### src/rtl/pipe_ctrl_pkg.sv
// Shared types and stall-vector constants for the pipeline stall/flush controller.
package pipe_ctrl_pkg;

  // Bit order: [0]pc [1]if [2]id [3]ex [4]mem [5]wb
  typedef logic [5:0] stall_t;

  typedef enum logic [1:0] {
    StRun,
    StPend,
    StFlush
  } ctrl_state_t;

  localparam stall_t StallNone = 6'b000000;
  localparam stall_t StallIf   = 6'b000011;
  localparam stall_t StallId   = 6'b000111;
  localparam stall_t StallEx   = 6'b001111;
  localparam stall_t StallMem  = 6'b011111;
  localparam stall_t StallAll  = 6'b111111;

endpackage

### src/rtl/stall_prio_enc.sv
// Priority encoder: the latest stage requesting a stall holds itself and every earlier stage.
module stall_prio_enc
  import pipe_ctrl_pkg::*;
(
  input  logic       i_req_if,
  input  logic       i_req_id,
  input  logic       i_req_ex,
  input  logic       i_req_mem,
  output logic [5:0] o_stall
);

  always_comb begin
    o_stall = StallNone;
    if (i_req_mem) begin
      o_stall = StallMem;
    end else if (i_req_ex) begin
      o_stall = StallEx;
    end else if (i_req_id) begin
      o_stall = StallId;
    end else if (i_req_if) begin
      o_stall = StallIf;
    end
  end

endmodule

### src/rtl/pipe_ctrl.sv
// Pipeline stall/flush controller; defers exception flushes behind busy bus transactions.
// Optional performance counters are built when PIPE_CTRL_PERF_EN is defined.
module pipe_ctrl
  import pipe_ctrl_pkg::*;
#(
  parameter int unsigned PEND_MAX = 255,
  parameter int unsigned CNT_W    = 8
) (
  input  logic        clk,
  input  logic        rst,
  input  logic        stallreq_if,
  input  logic        stallreq_id,
  input  logic        stallreq_ex,
  input  logic        stallreq_mem,
  input  logic        excp_req,
  input  logic [31:0] excp_target,
  input  logic        bus_busy,
  output logic [5:0]  stall,
  output logic        flush,
  output logic [31:0] new_pc,
  output logic        bus_abort
`ifdef PIPE_CTRL_PERF_EN
  ,
  output logic [31:0] stall_cycles,
  output logic [15:0] flush_count
`endif
);

  localparam bit             AbortEn  = (PEND_MAX != 0);
  localparam logic [CNT_W-1:0] PendLast = CNT_W'(PEND_MAX - 1);

  ctrl_state_t      r_state, w_state_d;
  logic [CNT_W-1:0] r_cnt, w_cnt_d;
  logic [31:0]      r_tgt, w_tgt_d;
  logic [5:0]       w_enc_stall;

  stall_prio_enc u_stall_prio_enc (
    .i_req_if (stallreq_if),
    .i_req_id (stallreq_id),
    .i_req_ex (stallreq_ex),
    .i_req_mem(stallreq_mem),
    .o_stall  (w_enc_stall)
  );

  always_comb begin
    w_state_d = r_state;
    w_cnt_d   = r_cnt;
    w_tgt_d   = r_tgt;
    stall     = StallNone;
    flush     = 1'b0;
    new_pc    = 32'h0;
    bus_abort = 1'b0;
    // Outputs are forced quiet while reset is asserted.
    if (!rst) begin
      unique case (r_state)
        StRun: begin
          stall = w_enc_stall;
          if (excp_req) begin
            w_tgt_d   = excp_target;
            w_cnt_d   = '0;
            w_state_d = bus_busy ? StPend : StFlush;
          end
        end
        StPend: begin
          stall   = StallAll;
          w_cnt_d = r_cnt + CNT_W'(1);
          if (!bus_busy) begin
            w_state_d = StFlush;
          end else if (AbortEn && (r_cnt == PendLast)) begin
            bus_abort = 1'b1;
            w_state_d = StFlush;
          end
        end
        StFlush: begin
          flush     = 1'b1;
          new_pc    = r_tgt;
          w_state_d = StRun;
        end
        default: w_state_d = StRun;
      endcase
    end
  end

  always_ff @(posedge clk) begin
    if (rst) begin
      r_state <= StRun;
      r_cnt   <= '0;
      r_tgt   <= 32'h0;
    end else begin
      r_state <= w_state_d;
      r_cnt   <= w_cnt_d;
      r_tgt   <= w_tgt_d;
    end
  end

`ifdef PIPE_CTRL_PERF_EN
  logic [31:0] r_stall_cycles;
  logic [15:0] r_flush_count;

  // Both counters saturate at all-ones.
  always_ff @(posedge clk) begin
    if (rst) begin
      r_stall_cycles <= 32'h0;
      r_flush_count  <= 16'h0;
    end else begin
      if (stall[0] && (r_stall_cycles != 32'hFFFF_FFFF)) begin
        r_stall_cycles <= r_stall_cycles + 32'd1;
      end
      if (flush && (r_flush_count != 16'hFFFF)) begin
        r_flush_count <= r_flush_count + 16'd1;
      end
    end
  end

  assign stall_cycles = r_stall_cycles;
  assign flush_count  = r_flush_count;
`endif

endmodule

### config.mk
export PLATFORM = sky130hd
export DESIGN_NAME = pipe_ctrl
export DESIGN_NICKNAME = d
export VERILOG_FILES = /design/src/rtl/pipe_ctrl_pkg.sv /design/src/rtl/stall_prio_enc.sv /design/src/rtl/pipe_ctrl.sv
export SDC_FILE = /design/constraint.sdc
export NUM_CORES = 1
export LEC_CHECK = 0
export BUFFER_PORTS_ARGS = -buffer_cell sky130_fd_sc_hd__buf_4
export CAP_MARGIN = 10
export CORE_MARGIN = 2
export CORE_UTILIZATION = 51
export DETAILED_ROUTE_END_ITERATION = 7
export HOLD_SLACK_MARGIN = 0.15
export PLACE_DENSITY = 0.86
export SKIP_CTS_REPAIR_TIMING = 1
export SLEW_MARGIN = 10
export SYNTH_ARGS = -nofsm -noshare
export SYNTH_HDL_FRONTEND = slang
export SYNTH_SLANG_ARGS = --single-unit
### constraint.sdc
create_clock -name clk -period 2.5 [get_ports clk]
set_input_delay 0.125 -clock clk [delete_from_list [all_inputs] [get_ports clk]]
set_output_delay 0.125 -clock clk [all_outputs]
set_load 0.05 [all_outputs]
==> metrics <==
DR vias ~2000; commonest cells after routing, fill and taps aside 83 x buf_4, 68 x nand2_1, 42 x dfxtp_1; Slew HR 0.569; GRT Overall Usage 0.200; Die ar. 0.00430 sq mm; status completed; clk_skew ~0.013 ns; reg2reg setup slack between 0.8 and 0.9 ns; DR pass1 iterations 4; minimum clock period approximately 1.9 ns; Routed Wire Length 4910 microns; final hold vios 0; number of global-route vias before repair roughly 1600; I/O Buffers between 70 and 80; CTS tree yes; die span in y about 66 microns; critical hold path startpoint excp_req; routability cong. around 0.79; hold path endpoint r_state[0]; Unique masters post-synth 36; DP Wirelength just under 3000 microns; Layout Cells excl Fill 399; Post-Syn Instances roughly 250; H-tree depth 2; global-route wire length before repair slightly below 7000 microns; cts bufs inserted 5; antenna fix cells 0; Ports 80; Via density between 5 and 6; Pleak roughly 0.0013 uW; post-layout util 0.805; Critical Path AT between 1.5 and 2 ns; RR Endpoint r_cnt[7]; reg2reg start r_state[0]; NumNets Final between 300 and 400; initial antenna violation count 0; DRC viols 0; Worst-path clk slew ~0.07 ns; area of the multi-input gates ~980 sq um; WL per Instance 12.3 microns; crit path max fanout 33; dpl cells between 300 and 400; pin count of the biggest net entering global routing 44; Initial Util 0.528; layout cells sized above 1 0.271; worst vdd ir about 0.00034 V; worst slew pin tran about 0.65 ns; Slew Limit Fails 0; register area share after synthesis 0.435; root buf cell clkbuf_8; ANT nets after route 0; fmax ~510 MHz; core area ~0.0037 sq mm; worst path required time around 2.4 ns; latest clock arrival within the worst-skew pair about 0.30 ns; area of the mapped netlist ~0.0019 sq mm; Final Cycle Share 0.778; Mapped Nets 288; clk sinks 42; CP Launch Type flop; die span in x around 66 microns; Synth Warn # 0; Iteration-0 DRC Markers approximately 140; Seq. cell area 841 sq um; Avg Cell Area, Syn between 7 and 8 sq um; GR Overflow Total 0; WS Path Type flop to output port; register bit total from synthesis 42; clock buffer depth 2; RSZ-0062 raised after global routing false; worst hold-check path type input port to flop; Power Density about 490 mW/mm^2; setup_tns 0 ns; Critical Path Sink Type output port; final setup fails 0; hold-critical path depth 3; Layout area overhead 52.5%; max_cap viols 0; Filler cells approximately 240; Reg2Reg Depth 3; Row Count 22; leading cell type in the layout, fill and taps excluded buf_4
==> cell families after synthesis <==
kind of cell               after synthesis  synth area share
AOI/OAI and AO/OA                       54             0.164
adders and majority gates                2            0.0130
buffers and inverters                   23            0.0589
DFF                                     42             0.435
and+or+nand+nor                        125             0.329
==> report_power, final <==
part / switching [uW] / leakage [uW] / internal [uW]
combinational: 140 / 0.000925 / 130
sequential: 22.9 / 0.000344 / 704
clock: 244 / 0.0000408 / 200
==> cell type report <==
type                       instances  share of cell area
multi-input combinational        181               0.334
clock inverter                     3             0.00807
clock buffer                       5              0.0234
inverter                           4             0.00510
timing repair buffer             116               0.324
sequential                        42               0.285
tap                               48              0.0204
==> how the worst max path moves through the flow <==
stage / start / to / depth (start not counted)
after global routing: r_state[1] / new_pc[1] / 4
after CTS: r_state[1] / new_pc[29] / 4
after detailed placement: r_state[1] / new_pc[29] / 4
after floorplan: r_state[1] / stall[1] / 4
final: r_state[1] / new_pc[1] / 4
after global placement: r_state[1] / new_pc[9] / 4
==> metal layers <==
layer | GRT usage | share of wire | up-vias
met4 | 0.0625 | 0.017 | 0
li1 | - | - | 1021
met2 | 0.344 | 0.51 | 60
met1 | 0.249 | 0.42 | 911
met3 | 0.0411 | 0.055 | 9
met5 | 0 | 0 | -
==> state kept, by name, indices dropped and copies added (netlist names) <==
signal / flops
r_cnt: 8
r_state: 2
r_tgt: 32
==> through the flow <==
stage | hold slack (ns) | total power [uW] | worst slack (ns) | area (sq um)
2_1_floorplan | 0.261 | 884 | 0.0994 | 1930
3_3_place_gp | 0.372 | 964 | 0.904 | 2520
3_5_place_dp | 0.383 | 969 | 0.880 | 2520
5_1_grt | 0.231 | 1510 | 0.432 | 2950
4_1_cts | 0.0603 | 1410 | 0.560 | 2620
6_report | 0.195 | 1440 | 0.555 | 2950
==> worst max-delay path: stages, from the launching register on <==
cell and delay (ns):
dfxtp_1 0.59, nor3b_2 0.24, buf_4 0.29, and2_1 0.20, buf_4 0.21
==> synth_stat cells, drive strengths merged <==
library cell	count	share of area
nand2	68	0.13
dfxtp	42	0.44
a21oi	39	0.10
and2	33	0.11
buf	10	0.034
clkbuf	9	0.017
nor3b	5	0.025
inv	4	0.0078
nor2	4	0.0078
nor2b	3	0.0097
ha	2	0.013
nand3b	2	0.014
nand4	2	0.0065
o211ai	2	0.0078
o21ai	2	0.0052
o311ai	2	0.0091
or4	2	0.0078
a21boi	1	0.0039
a41oi	1	0.0045
and3	1	0.0032
nand3	1	0.0026
nor3	1	0.0026
nor4	1	0.0032
o2111ai	1	0.0045
o21a	1	0.0039
o21bai	1	0.0039
o221a	1	0.0058
o311a	1	0.0052
o31a	1	0.0045
o41ai	1	0.0045
or3	1	0.0032
or3b	1	0.0045
Note: power is estimated with default switching activity, not from simulation.
